**src/rtl/sm_muldiv_pkg.sv**
```systemverilog
// Shared encodings for the schoolMIPS multiply/divide sequencer: op codes,
// sequencer state encoding and the CPU function codes that feed it.
package sm_muldiv_pkg;

  localparam logic [1:0] MD_MULTU = 2'b00;
  localparam logic [1:0] MD_DIVU  = 2'b01;
  localparam logic [1:0] MD_MTHI  = 2'b10;
  localparam logic [1:0] MD_MTLO  = 2'b11;

  typedef enum logic [1:0] {
    MD_IDLE = 2'b00,
    MD_MUL  = 2'b01,
    MD_DIV  = 2'b10
  } md_state_e;

  // R-type function field values decoded by sm_control
  localparam logic [5:0] F_MFHI  = 6'h10;
  localparam logic [5:0] F_MTHI  = 6'h11;
  localparam logic [5:0] F_MFLO  = 6'h12;
  localparam logic [5:0] F_MTLO  = 6'h13;
  localparam logic [5:0] F_MULTU = 6'h19;
  localparam logic [5:0] F_DIVU  = 6'h1b;

endpackage

```
**src/rtl/sm_muldiv_dp.sv**
```systemverilog
// Datapath for sm_muldiv: 2W-bit accumulator, W-bit operand register and the
// shared add/subtract step. The divide path exists only with SM_CONFIG_MULDIV_DIVIDE_EN.
module sm_muldiv_dp
  import sm_muldiv_pkg::*;
#(
  parameter int WIDTH = 32
) (
  input  logic                 clk,
  input  logic                 rst_n,
  input  logic                 load,
  input  logic                 loadDiv,
  input  logic                 step_mul,
  input  logic                 step_div,
  input  logic [WIDTH-1:0]     srcA,
  input  logic [WIDTH-1:0]     srcB,
  output logic [2*WIDTH-1:0]   accNext
);

  logic [2*WIDTH-1:0] acc;
  logic [WIDTH-1:0]   operand;
  logic [WIDTH:0]     mulSum;
  logic [2*WIDTH-1:0] mulNext;
  logic [2*WIDTH-1:0] divNext;

  // Shift-add: the carry out of the upper-half add becomes the new MSB.
  always_comb begin
    mulSum  = {1'b0, acc[2*WIDTH-1:WIDTH]} + (acc[0] ? {1'b0, operand} : '0);
    mulNext = {mulSum, acc[WIDTH-1:1]};
  end

`ifdef SM_CONFIG_MULDIV_DIVIDE_EN
  logic [WIDTH:0]   partial;
  logic [WIDTH+1:0] trial;

  // The bit shifted out of the accumulator is kept as the partial remainder MSB,
  // so the compare stays exact for divisors with the top bit set.
  always_comb begin
    partial = acc[2*WIDTH-1:WIDTH-1];
    trial   = {1'b0, partial} - {2'b00, operand};
    if (trial[WIDTH+1])
      divNext = {acc[2*WIDTH-2:0], 1'b0};
    else
      divNext = {trial[WIDTH-1:0], acc[WIDTH-2:0], 1'b1};
  end
`else
  assign divNext = acc;
`endif

  always_comb begin
    accNext = acc;
    if (step_mul)
      accNext = mulNext;
    else if (step_div)
      accNext = divNext;
  end

  always_ff @(posedge clk or negedge rst_n) begin
    if (!rst_n) begin
      acc     <= '0;
      operand <= '0;
    end else if (load) begin
      acc     <= loadDiv ? {{WIDTH{1'b0}}, srcA} : {{WIDTH{1'b0}}, srcB};
      operand <= loadDiv ? srcB : srcA;
    end else begin
      acc     <= accNext;
    end
  end

endmodule

```
**src/rtl/sm_muldiv.sv**
```systemverilog
// Iterative MULTU/DIVU sequencer owning HI/LO; MTHI/MTLO write in one edge.
// DIVU is built only when SM_CONFIG_MULDIV_DIVIDE_EN is defined.
module sm_muldiv
  import sm_muldiv_pkg::*;
#(
  parameter int WIDTH = 32
) (
  input  logic             clk,
  input  logic             rst_n,
  input  logic             start,
  input  logic [1:0]       op,
  input  logic [WIDTH-1:0] srcA,
  input  logic [WIDTH-1:0] srcB,
  input  logic             flush,
  output logic             busy,
  output logic             done,
  output logic [WIDTH-1:0] hi,
  output logic [WIDTH-1:0] lo,
  output logic [1:0]       dbgState
);

  localparam int CNT_W = $clog2(WIDTH);

  md_state_e          state;
  logic [CNT_W-1:0]   cnt;
  logic               load;
  logic               loadDiv;
  logic               stepMul;
  logic               stepDiv;
  logic [2*WIDTH-1:0] accNext;

  // Handshake: start is taken only in IDLE; busy covers every iteration cycle,
  // done pulses on the commit edge and never overlaps busy.
  always_comb begin
    loadDiv = (op == MD_DIVU);
    load    = 1'b0;
    if (state == MD_IDLE && start) begin
`ifdef SM_CONFIG_MULDIV_DIVIDE_EN
      load = (op == MD_MULTU) || (op == MD_DIVU);
`else
      load = (op == MD_MULTU);
`endif
    end
    stepMul = (state == MD_MUL) && !flush;
`ifdef SM_CONFIG_MULDIV_DIVIDE_EN
    stepDiv = (state == MD_DIV) && !flush;
`else
    stepDiv = 1'b0;
`endif
  end

  sm_muldiv_dp #(.WIDTH(WIDTH)) u_dp (
    .clk      (clk),
    .rst_n    (rst_n),
    .load     (load),
    .loadDiv  (loadDiv),
    .step_mul (stepMul),
    .step_div (stepDiv),
    .srcA     (srcA),
    .srcB     (srcB),
    .accNext  (accNext)
  );

  always_ff @(posedge clk or negedge rst_n) begin
    if (!rst_n) begin
      state <= MD_IDLE;
      cnt   <= '0;
      busy  <= 1'b0;
      done  <= 1'b0;
      hi    <= '0;
      lo    <= '0;
    end else begin
      done <= 1'b0;
      case (state)
        MD_IDLE: begin
          if (start) begin
            case (op)
              MD_MULTU: begin
                state <= MD_MUL;
                cnt   <= CNT_W'(WIDTH - 1);
                busy  <= 1'b1;
              end
`ifdef SM_CONFIG_MULDIV_DIVIDE_EN
              MD_DIVU: begin
                state <= MD_DIV;
                cnt   <= CNT_W'(WIDTH - 1);
                busy  <= 1'b1;
              end
`endif
              MD_MTHI: hi <= srcA;
              MD_MTLO: lo <= srcA;
              default: ;
            endcase
          end
        end
        MD_MUL, MD_DIV: begin
          if (flush) begin
            state <= MD_IDLE;
            busy  <= 1'b0;
          end else if (cnt == '0) begin
            // Commit the result of the final iteration directly.
            hi    <= accNext[2*WIDTH-1:WIDTH];
            lo    <= accNext[WIDTH-1:0];
            done  <= 1'b1;
            busy  <= 1'b0;
            state <= MD_IDLE;
          end else begin
            cnt <= cnt - 1'b1;
          end
        end
        default: begin
          state <= MD_IDLE;
          busy  <= 1'b0;
        end
      endcase
    end
  end

  assign dbgState = state;

endmodule

```
**config.mk**
```make
export PLATFORM = sky130hd
export DESIGN_NAME = sm_muldiv
export DESIGN_NICKNAME = d
export VERILOG_FILES = /design/src/rtl/sm_muldiv_pkg.sv /design/src/rtl/sm_muldiv_dp.sv /design/src/rtl/sm_muldiv.sv
export SDC_FILE = /design/constraint.sdc
export NUM_CORES = 1
export LEC_CHECK = 0
export BUFFER_PORTS_ARGS = -buffer_cell sky130_fd_sc_hd__clkbuf_2
export CORE_UTILIZATION = 62
export CTS_CLUSTER_DIAMETER = 120
export DETAILED_ROUTE_END_ITERATION = 12
export GPL_TIMING_DRIVEN = 0
export PLACE_DENSITY = 0.86
export SLEW_MARGIN = 20
export SYNTH_ARGS = -nofsm -noshare
export SYNTH_HDL_FRONTEND = slang
export SYNTH_SLANG_ARGS = --single-unit
```
**constraint.sdc**
```tcl
create_clock -name clk -period 6.85 [get_ports clk]
set_input_delay 1.37 -clock clk [delete_from_list [all_inputs] [get_ports clk]]
set_output_delay 1.37 -clock clk [all_outputs]
set_load 0.01 [all_outputs]
```
Yosys cells after proc, flatten, opt, wreduce, memory -nomap -nowiden
Cells that the tools add are included.
{ "classes": {"add_sub_neg": 2, "n_eq_ne": 13, "n_mux": 34, "reduce_logical": 12} }
{ "ops": {"columns": ["op", "count"], "rows": [
  ["$mux 32", 11],
  ["$mux 64", 2],
  ["$pmux 32 s2", 2],
  ["$add 32x33->33", 1],
  ["$mux 5", 4],
  ["$reduce_and 5->1", 3],
  ["$pmux 5 s2", 1],
  ["$mux 1", 8],
  ["$mux 2", 4],
  ["$ne 2x2->1 const B", 4],
  ["$eq 2x2->1 const B", 3],
  ["$ne 2x1->1 const B", 3],
  ["$logic_not 5->1", 1],
  ["$sub 5x1->5 const B", 1],
  ["$eq 2x1->1 const B", 2],
  ["$logic_not 2->1", 2],
  ["$pmux 2 s2", 1],
  ["$ne 3x3->1 const B", 1],
  ["$reduce_and 3->1", 1],
  ["$logic_and 1x1->1", 2],
  ["$pmux 1 s2", 1],
  ["$reduce_bool 2->1", 1],
  ["$reduce_or 2->1", 1],
  ["$logic_not 1->1", 1]
]} }
{ "word_totals": {"register_bits": 169, "inputBits": 70, "output_inout_bits": 68, "elab_cells": 69} }

Depth between registers and ports, before layout
{ "depth": {"word_depth": 6, "ltp_mapped": 13, "mapped_depth_nobuf": 12} }

Hierarchy
From an unflattened synthesis, not the netlist that was laid out.
{ "hier_totals": {"cells_unflattened": 1117, "hier_area_um2": 10460.0} }
{ "by_module_without_submodules": {"columns": ["module", "n_inst", "cells_each", "area_each_um2"], "rows": [
  ["sm_muldiv_dp", 1, 772, 6902.9],
  ["sm_muldiv", 1, 345, 3557.2]
]} }

Worst setup path after synthesis
OpenSTA, ideal clock, no wires.
{ "synth_path": {"path_kind": "input -> register", "start": "in flush", "end": "reg lo[15]", "setup_ps": 118, "t_arrival_ps": 2705, "required_time_ps": 6732, "setup_slack_ps": 4027, "path_stages": 8, "n_path_buf": 2, "path_cell_list": "nor2b_1 clkbuf_1 nand2_2 clkinv_1 a31oi_2 buf_2 a211oi_1 a21o_1"} }
{ "synth_via": {"elab_chain_len": 6} }
{ "synth_lines": {"columns": ["item", "line", "text"], "rows": [
  ["from (decl)", "sm_muldiv.sv:14", "input logic flush,"],
  ["$logic_not 1->1", "sm_muldiv.sv:44", "stepMul = (state == MD_MUL) && !flush;"],
  ["$logic_and 1x1->1", "sm_muldiv.sv:44", null],
  ["$mux 64", "sm_muldiv_dp.sv:51", "if (step_mul)"],
  ["$mux 32", "sm_muldiv.sv:100", "end else if (cnt == '0) begin"],
  ["$mux 32", "sm_muldiv.sv:97", "if (flush) begin"],
  ["$pmux 32 s2", "sm_muldiv.sv:74", "case (state)"],
  ["to (signal assigned)", "sm_muldiv.sv:91", "MD_MTLO: lo <= srcA;"],
  ["to (signal assigned)", "sm_muldiv.sv:103", "lo <= accNext[WIDTH-1:0];"],
  ["to (decl)", "sm_muldiv.sv:18", "output logic [WIDTH-1:0] lo,"]
]} }
Several ways; a longest one is shown, not always the timed one. The select of a mux whose other input is x is not followed.
A chain may end at the register's enable or synchronous reset.

Worst setup path after layout
{ "layout_path": {"start": "reg u_dp.acc[0]", "end": "reg hi[30]"} }
{ "layout_via": {"elab_chain_len": 6} }
{ "layout_lines": {"columns": ["item", "line", "text"], "rows": [
  ["from (decl)", "sm_muldiv_dp.sv:19", "logic [2*WIDTH-1:0] acc;"],
  ["from (signal assigned)", "sm_muldiv_dp.sv:62", "acc <= loadDiv ? {{WIDTH{1'b0}}, srcA} : {{WIDTH{1'b0}}, srcB};"],
  ["from (signal assigned)", "sm_muldiv_dp.sv:65", "acc <= accNext;"],
  ["$mux 32", "sm_muldiv_dp.sv:27", "mulSum = {1'b0, acc[2*WIDTH-1:WIDTH]} + (acc[0] ? {1'b0, operand} : '0);"],
  ["$add 32x33->33", "sm_muldiv_dp.sv:27", null],
  ["$mux 64", "sm_muldiv_dp.sv:51", null],
  ["$mux 32", "sm_muldiv.sv:100", null],
  ["$mux 32", "sm_muldiv.sv:97", null],
  ["$pmux 32 s2", "sm_muldiv.sv:74", null],
  ["to (signal assigned)", "sm_muldiv.sv:90", "MD_MTHI: hi <= srcA;"],
  ["to (signal assigned)", "sm_muldiv.sv:102", "hi <= accNext[2*WIDTH-1:WIDTH];"],
  ["to (decl)", "sm_muldiv.sv:17", "output logic [WIDTH-1:0] hi,"]
]} }
No other way between the ends. The select of a mux whose other input is x is not followed.

==> flow_metrics.env <==
export IMPL_status="finished clean"
export IMPL_cp_required_ps=7130
export IMPL_synth_area_leaders="dfrtp_1 47%, nand2_1 7.2%, a21oi_1 5.9%"
export IMPL_n_fill_cell=1012
export IMPL_setup_worst_path_end_class="register"
export IMPL_ctsHoldBuffers=0
export IMPL_yosys_area_top_type="dfrtp_1"
export IMPL_cp_start_kind="register"
export IMPL_numCtsBuffers=17
export IMPL_antenna_left=0
export IMPL_cp_slowest_cell="dfrtp_1"
export IMPL_critPathKind="register to register"
export IMPL_power_density_nw_per_um2=351
export IMPL_power_clock_fraction=0.267
export IMPL_cts_tree="built"
export IMPL_ys_types=63
export IMPL_dr_first_iter_drc_count=988
export IMPL_dr_total_vias=8503
export IMPL_most_common_layout_cells="173 x nand2_1, 167 x dfrtp_1, 135 x clkbuf_2"
export IMPL_synth_nets=1107
export IMPL_dieArea_um2=15000
export IMPL_portBuffers=136
export IMPL_num_rows=43
export IMPL_path_cells="clkbuf_1, and2_1, ha_1, a211oi_1, o211ai_2, a31oi_2, o211ai_2, a21oi_2, o21ai_2, a221oi_2, xor2_1, a221oi_1"
export IMPL_dpl_hpwl_um=19800
export IMPL_pwr_share_seq=0.386
export IMPL_drive_gt1_frac=0.180
export IMPL_max_slew_margin_rel=0.458
export IMPL_firstDrtPassIters=6
export IMPL_routed_wl_um=27300
export IMPL_netSwitchingFraction=0.374
export IMPL_postCtsResizedCells=0
export IMPL_crit_path_frequent_cell="o211ai_2"
export IMPL_fmax_mhz=289
export IMPL_drc=0
export IMPL_max_stage_delay_ps=510
export IMPL_h_tree_depth=4
export IMPL_finalCriticalPeriod_ps=3460
export IMPL_clk_latency_ps=430
export IMPL_dp_slack_ps=3110
export IMPL_tightest_slew_ps=813
export IMPL_arrival_ps=3740
export IMPL_irDropWorstVdd_uv=217
export IMPL_skew_ps=9.81
export IMPL_grt_start_max_net_pins=96
export IMPL_hold_slack_ps=470
export IMPL_synth_seq_area_share=0.465
export IMPL_finalSetupTns_ps=0
export IMPL_synth_edf_count=0
export IMPL_antenna_found_initial=1
export IMPL_worst_slack_ps=3390
export IMPL_leakagePower_nw=5.30
export IMPL_syn_inst=1002
export IMPL_switching_power_w=0.00138
export IMPL_core_area_um2=14000
export IMPL_cp_max_fo=10
export IMPL_layout_commonest_cell="nand2_1"
export IMPL_synth_avg_cell_area_um2=8.96
export IMPL_gp_congestion=0.946
export IMPL_die_h_um=122
export IMPL_async_flop_share=1.00
export IMPL_synth_seq_cells=167
export IMPL_cap_violations=0
export IMPL_clk_path_buf_depth=2
export IMPL_dp_cells=1319
export IMPL_hold_violations=0
export IMPL_finalSetupViolCount=0
export IMPL_hold_path_class="register to register"
export IMPL_initial_core_util=0.642
export IMPL_synthesis_area_um2=8980
export IMPL_ys_flop_type="dfrtp_1"
export IMPL_grt_use_total=0.383
export IMPL_io_pins=138
export IMPL_yosys_warnings=0
export IMPL_clockRootBuffer="clkbuf_16"
export IMPL_final_net_count=1263
export IMPL_synth_top_area_frac=0.465
export IMPL_post_cts_buffers=0
export IMPL_pwr_share_comb=0.348
export IMPL_num_antenna_cells=0
export IMPL_wl_per_cell_um=20.3
export IMPL_internal_power_w=0.00231
export IMPL_die_width_um=122
export IMPL_fin_crit_sh=0.506
export IMPL_cts_clk_slew_worst_paths_ps=70
export IMPL_slew_violations=0
export IMPL_grt_pass1_vias=8303
export IMPL_rsz0062_at_grt="no"
export IMPL_cts_sinks=167
export IMPL_grt_overflow_total=0
export IMPL_finalNonFillerCells=1349
export IMPL_grt_pass1_wl_um=43000
export IMPL_viasPerCell=6.30
export IMPL_syn2layout_area_growth_pct=17.1
-- flip-flops by register name (all words and copies together) (netlist names) --
| signal | count |
|---|---|
| busy | 1 |
| u_dp.operand | 32 |
| lo | 32 |
| u_dp.acc | 64 |
| cnt | 5 |
| hi | 32 |
| done | 1 |
-- stage by stage --
stage / util / power, W / cell area [µm²]
floorplan: - / 0.00225 / 8980
global placement: 0.707 / 0.00263 / 9880
detailed placement: 0.709 / 0.00267 / 9920
CTS: 0.752 / 0.00366 / 10500
global route: 0.752 / 0.00388 / 10500
finish: 0.752 / 0.00369 / 10500
-- cell usage after synthesis, drive strengths merged (7+ instances only) --
library cell and n:
dfrtp 167, a21oi 109, a21o 37, mux2i 36
nand4 7, nor2 127, nand3 11, xnor2 14
and3 8, buf 21, clkbuf 43, a221oi 14
nand2 174, and2 37, o21ai 71, a31oi 9
ha 34, xor2 17, a211oi 16
-- cell type report --
type,count,area [µm²],area share
Clock buffer,19,453,0.0431
Buffer,64,264,0.0251
Sequential cell,167,4180,0.397
Timing Repair Buffer,137,717,0.0682
Clock inverter,11,141,0.0134
Multi-Input combinational cell,767,4520,0.430
Tap cell,180,225,0.0214
Inverter,4,15.0,0.00143
-- cell families (layout without fill, tap and decap cells) --
logic type / after synthesis / in the layout / synth area share
xor gates and xnor gates: 31 / 31 / 0.0302
muxes: 36 / 36 / 0.0401
buffers and inverters: 68 / 235 / 0.0311
AOI/OAI and AO/OA: 285 / 285 / 0.202
DFF: 167 / 167 / 0.465
and+or+nand+nor: 379 / 379 / 0.181
other: 1 / 1 / 0.000418
adders and majority gates: 35 / 35 / 0.0496
-- metal layers --
layer  part of all wire  vias to the layer above  global-route usage
met1               0.39                     4081               0.500
met4              0.038                        0               0.174
met2               0.47                      539               0.599
li1                   -                     3787                   -
met5                  0                        -                   0
met3               0.10                       96              0.0990
-- power groups by stage --
stage                     Clock (W)  Combinational, W  Sequential, W
after global placement            0           0.00121        0.00142
final                      0.000984           0.00128        0.00142
after CTS                  0.000978           0.00127        0.00141
after floorplan                   0          0.000827        0.00143
after global routing        0.00102           0.00141        0.00145
after detailed placement          0           0.00125        0.00143
-- worst paths after layout --
kind | startpoint | to | slack, ps | cells past startpoint
worst max-delay path | u_dp.acc[0]$_DFF_PN0_ | hi[30]$_DFFE_PN0P_ | 3390 | 12
worst min-delay path | u_dp.operand[2]$_DFFE_PN0P_ | u_dp.operand[2]$_DFFE_PN0P_ | 470 | 2
worst max register to register | u_dp.acc[0]$_DFF_PN0_ | hi[30]$_DFFE_PN0P_ | 3390 | 12
worst min register to register | u_dp.operand[2]$_DFFE_PN0P_ | u_dp.operand[2]$_DFFE_PN0P_ | 470 | 2
max in group asynchronous | rst_n | u_dp.operand[22]$_DFFE_PN0P_ | 5040 | 2
min in group asynchronous | rst_n | lo[7]$_DFFE_PN0P_ | 940 | 1
-- worst max-delay path, delay by kind of cell, from the launching register on --
family | cells | cell delay [ps]
AOI/OAI and AO/OA | 8 | 1660
DFF | 1 | 510
buffers and inverters | 1 | 350
xor gates and xnor gates | 1 | 280
adders and majority gates | 1 | 260
and+or+nand+nor | 1 | 250
No activity file was read; power rests on OpenSTA's default activity.
